`src/rtl/aes_avalon_regs.sv`:
```
// Avalon-MM register bank in front of the AES decryption core: key/ciphertext in, plaintext/status/cycle count out.
// 1-cycle registered reads, writes land on the edge; no backpressure (slave is always ready).
module aes_avalon_regs (
    input  logic         CLK,
    input  logic         RESET,
    input  logic         AVL_CS,
    input  logic         AVL_READ,
    input  logic         AVL_WRITE,
    input  logic [3:0]   AVL_ADDR,
    input  logic [3:0]   AVL_BYTE_EN,
    input  logic [31:0]  AVL_WRITEDATA,
    output logic [31:0]  AVL_READDATA,
    output logic [31:0]  EXPORT_DATA,
    output logic [127:0] AES_KEY,
    output logic [127:0] AES_MSG_ENC,
    output logic         AES_START,
    input  logic         AES_DONE,
    input  logic [127:0] AES_MSG_DEC
);

    // Bit 0 of the encoding is AES_START itself, so the output is a plain flop bit.
    typedef enum logic [1:0] {
        S_IDLE = 2'b00,
        S_RUN  = 2'b11,
        S_DONE = 2'b01
    } state_t;

    state_t      r_state;
    logic [31:0] r_key [4];
    logic [31:0] r_enc [4];
    logic [31:0] r_dec [4];
    logic [31:0] r_scratch;
    logic [31:0] r_count;
    logic [31:0] r_start;
    logic        r_done_flag;
    logic [31:0] r_readdata;

    logic        w_wr;
    logic        w_rd;
    logic        w_locked;
    logic        w_go;
    logic        w_stop;
    logic [31:0] w_rdata;

    function automatic logic [31:0] merge(input logic [31:0] old_val,
                                          input logic [31:0] new_val,
                                          input logic [3:0]  be);
        logic [31:0] res;
        res = old_val;
        for (int i = 0; i < 4; i++) begin
            if (be[i]) res[8*i +: 8] = new_val[8*i +: 8];
        end
        return res;
    endfunction

    assign w_wr     = AVL_CS & AVL_WRITE;
    assign w_rd     = AVL_CS & AVL_READ;
    assign w_locked = (r_state == S_RUN);
    assign w_go     = w_wr && (AVL_ADDR == 4'd14) && AVL_BYTE_EN[0] && AVL_WRITEDATA[0]
                      && (r_state == S_IDLE);
    assign w_stop   = w_wr && (AVL_ADDR == 4'd14) && AVL_BYTE_EN[0] && !AVL_WRITEDATA[0]
                      && (r_state == S_DONE);

    always_comb begin
        w_rdata = '0;
        case (AVL_ADDR[3:2])
            2'd0: w_rdata = r_key[AVL_ADDR[1:0]];
            2'd1: w_rdata = r_enc[AVL_ADDR[1:0]];
            2'd2: w_rdata = r_dec[AVL_ADDR[1:0]];
            default: begin
                case (AVL_ADDR[1:0])
                    2'd0:    w_rdata = r_scratch;
                    2'd1:    w_rdata = r_count;
                    2'd2:    w_rdata = r_start;
                    default: w_rdata = {31'b0, r_done_flag};
                endcase
            end
        endcase
    end

    always_ff @(posedge CLK or posedge RESET) begin
        if (RESET) begin
            r_state     <= S_IDLE;
            r_scratch   <= '0;
            r_count     <= '0;
            r_start     <= '0;
            r_done_flag <= 1'b0;
            r_readdata  <= '0;
            for (int i = 0; i < 4; i++) begin
                r_key[i] <= '0;
                r_enc[i] <= '0;
                r_dec[i] <= '0;
            end
        end else begin
            if (w_rd) r_readdata <= w_rdata;

            if (w_wr && !w_locked) begin
                if (AVL_ADDR[3:2] == 2'd0)
                    r_key[AVL_ADDR[1:0]] <= merge(r_key[AVL_ADDR[1:0]], AVL_WRITEDATA, AVL_BYTE_EN);
                if (AVL_ADDR[3:2] == 2'd1)
                    r_enc[AVL_ADDR[1:0]] <= merge(r_enc[AVL_ADDR[1:0]], AVL_WRITEDATA, AVL_BYTE_EN);
                if (AVL_ADDR == 4'd14)
                    r_start <= merge(r_start, AVL_WRITEDATA, AVL_BYTE_EN);
            end
            if (w_wr && (AVL_ADDR == 4'd12))
                r_scratch <= merge(r_scratch, AVL_WRITEDATA, AVL_BYTE_EN);

            case (r_state)
                S_IDLE: begin
                    if (w_go) begin
                        r_state <= S_RUN;
                        r_count <= '0;
                    end
                end
                S_RUN: begin
                    if (r_count != 32'hFFFF_FFFF) r_count <= r_count + 32'd1;
                    if (AES_DONE) begin
                        r_dec[0]    <= AES_MSG_DEC[127:96];
                        r_dec[1]    <= AES_MSG_DEC[95:64];
                        r_dec[2]    <= AES_MSG_DEC[63:32];
                        r_dec[3]    <= AES_MSG_DEC[31:0];
                        r_done_flag <= 1'b1;
                        r_state     <= S_DONE;
                    end
                end
                S_DONE: begin
                    if (w_stop) begin
                        r_state     <= S_IDLE;
                        r_done_flag <= 1'b0;
                    end
                end
                default: r_state <= S_IDLE;
            endcase
        end
    end

    assign AVL_READDATA = r_readdata;
    assign AES_START    = r_state[0];
    assign AES_KEY      = {r_key[0], r_key[1], r_key[2], r_key[3]};
    assign AES_MSG_ENC  = {r_enc[0], r_enc[1], r_enc[2], r_enc[3]};
    assign EXPORT_DATA  = {r_key[0][31:16], r_key[3][15:0]};

endmodule

```
`config.mk`:
```
export PLATFORM = sky130hd
export DESIGN_NAME = aes_avalon_regs
export DESIGN_NICKNAME = d
export VERILOG_FILES = /design/src/rtl/aes_avalon_regs.sv
export SDC_FILE = /design/constraint.sdc
export NUM_CORES = 1
export LEC_CHECK = 0
export ABC_AREA = 1
export CAP_MARGIN = 20
export CORE_MARGIN = 3
export CORE_UTILIZATION = 52
export CTS_CLUSTER_SIZE = 24
export DETAILED_ROUTE_END_ITERATION = 6
export PLACE_DENSITY_LB_ADDON = 0.05
export SLEW_MARGIN = 15
export SYNTH_ARGS = -nofsm -noshare
export SYNTH_HDL_FRONTEND = slang
export SYNTH_SLANG_ARGS = --single-unit
```
`constraint.sdc`:
```
create_clock -name CLK -period 19.65 [get_ports CLK]
set_clock_uncertainty 0.15 [all_clocks]
set_input_delay 3.93 -clock CLK [delete_from_list [all_inputs] [get_ports CLK]]
set_output_delay 3.93 -clock CLK [all_outputs]
set_load 0.01 [all_outputs]
```
==> results.json <==
{
  "p_per_area_nw_per_um2": 123,
  "synth_area_leaders": "dfrtp_1, nand2_1, mux2_2",
  "grt_pass1_wl_mm": 148,
  "cts.reportedPaths.clkPinSlew_ns": 0.06,
  "rsz0062_at_grt": "no",
  "power_w": 0.00387,
  "cts_tree": "done",
  "hpwl_mm": 71.8,
  "hold_class": "flop to flop",
  "p_leak_nw": 14.7,
  "cts-resized-gates": 0,
  "die_h_um": 223,
  "cts_max_path_buffers": 3,
  "start_kind": "input port",
  "final_util": 0.687,
  "synth_area_per_cell_um2": 8.08,
  "vias": 23725,
  "row_count": 78,
  "endpoint_kind": "flop",
  "preCtsSetupSlack_ns": 12.09,
  "drtIter0Drc": 2992,
  "grtUsageTotal": 0.396,
  "grt_max_degree": 139,
  "synth_edf_count": 0,
  "wire_per_inst_um": 24.8,
  "io_pins": 495,
  "worstSetupPathType": "input port to flop",
  "nFillCells": 3747,
  "outcome": "complete, but fails checks",
  "drt_wl_total_mm": 101,
  "initial_core_util": 0.533,
  "core_area_um2": 46000,
  "yosysTopAreaCell": "dfrtp_1",
  "irDropWorstVdd_v": 0.000118,
  "grt_antenna_before_repair": 12,
  "remaining_drc_errors": 1,
  "clock_latency_ns": 0.63,
  "failed_checks": "DRC",
  "ys.flop_type": "dfrtp_1",
  "overflow": 0,
  "critPathMaxFanout": 43,
  "firstDrtPassIters": 7,
  "ys_seq_area_frac": 0.526,
  "areaGrowthSynthToFinish_pct": 28.8,
  "synth_area_um2": 24500,
  "relSlewSlack": 0.281,
  "dieWidth_um": 223,
  "clock-sinks": 515,
  "htreeDepth": 2,
  "worstMarginPinSlew_ns": 1.08,
  "yosys-top-cells-count": "nand2_1, dfrtp_1, nor2_1",
  "post_cts_buffers": 0,
  "synth_fp_nets": 3213,
  "layout.nets": 3607,
  "hold_ws_ns": 0.338,
  "maxCapViolations": 0,
  "ys_seq_elements": 515,
  "ys_types": 28,
  "cts_made_buffers": 55,
  "finalSetupViolCount": 0,
  "async_reset_ff_frac": 1.00,
  "numPortBuffers": 494,
  "gp_congestion": 1.01,
  "slew_viol_final": 0,
  "finalSetupTns_ns": 0,
  "cp.arrival_ns": 7.32,
  "clockRootBuffer": "clkbuf_16",
  "synth_cells": 3034,
  "layout-drive-gt1-share": 0.0815,
  "finalHoldViolCount": 0,
  "crit_required_ns": 19.98,
  "vias_per_cell": 5.82,
  "die_area_um2": 49800,
  "synth_warnings": 0,
  "postRouteAntennaNets": 0,
  "layout_min_cycle_time_ns": 6.99,
  "grt_pass1_vias": 22738,
  "timing.final.crit_share": 0.356,
  "cts_hold_buffers": 0,
  "max_freq_mhz": 143,
  "synth_most_common_cell": "nand2_1",
  "setup_slack_ns": 12.66,
  "multi_input_area_um2": 10300,
  "yosysTopAreaCellShare": 0.526,
  "seqCellArea_um2": 12900
}
critical path: stages:
cell and delay, ns:
clkdlybuf4s50_1 0.49, nor2_2 0.19, buf_4 0.46, nand2_1 0.36
nor2_4 0.89, inv_1 0.69, nand2_1 0.19, o21ai_1 0.08
per-layer routing:
metal	vias up	track usage	wire, um
li1	10423	-	-
met1	11447	0.535	38800
met2	1558	0.588	44100
met3	275	0.115	12000
met4	22	0.198	5910
met5	-	0	147
cell type report:
class                      count  share of cell area
sequential                   515               0.408
multi-input combinational   2210               0.326
timing repair buffer         522               0.165
clock buffer                  78              0.0521
tap                          600              0.0238
inverter                     124              0.0150
clock inverter                24             0.00991
antenna                        2            0.000159
power by group:
group	total [W]	leakage, nW	internal, W	switching (W)
combinational	0.00114	7.10	0.000562	0.000580
sequential	0.00160	6.57	0.00136	0.000241
clock	0.00112	0.977	0.000673	0.000452
per-stage QoR:
step           cells  cell area (um2)
6_report        4075            31600
5_1_grt         4073            31600
4_1_cts         4070            31500
3_5_place_dp    3968            29500
3_3_place_gp    3968            29500
2_1_floorplan   3034            24500
logic make-up (layout without fill, tap and decap cells):
family,count (synthesis),in the layout,share of synthesized area
compound gates,360,360,0.0774
xor+xnor,21,21,0.00751
fa+ha+maj,5,5,0.00255
buf+inv,309,748,0.0558
flops,515,515,0.526
mux,128,128,0.0588
other cells,0,2,0
simple gates,1696,1696,0.272
cells in the final DEF, fill, tap and decap left out, drive strengths merged, types with 14 or more instances in the layout:
| cell | instances |
|---|---|
| a21oi | 71 |
| a22oi | 28 |
| buf | 28 |
| clkbuf | 78 |
| clkdlybuf4s50 | 494 |
| clkinv | 15 |
| dfrtp | 515 |
| inv | 125 |
| mux2 | 128 |
| nand2 | 1361 |
| nand3 | 61 |
| nand4 | 61 |
| nor2 | 212 |
| o21ai | 252 |
| xor2 | 14 |
flip-flops by register name (all words and copies together), names as in the netlist:
name / flops
AES_KEY: 128
AES_MSG_ENC: 128
r_dec: 128
AVL_READDATA: 32
r_count: 32
r_scratch: 32
r_start: 32
r_state: 2
r_done_flag: 1
path summary, 6_finish.rpt:
check | from | to | slack [ns] | depth (start not counted)
worst max-delay path | AVL_ADDR[3] | AES_KEY[1] | 12.66 | 8
worst min-delay path | r_start[25] | r_start[25] | 0.34 | 2
worst max register to register | r_state[0] | AES_KEY[1] | 15.97 | 7
worst min register to register | r_start[25] | r_start[25] | 0.34 | 2
max in group asynchronous | RESET | r_dec[4] | 13.27 | 5
min in group asynchronous | RESET | AES_KEY[120] | 3.71 | 2
No activity file was read; power rests on OpenSTA's default activity.
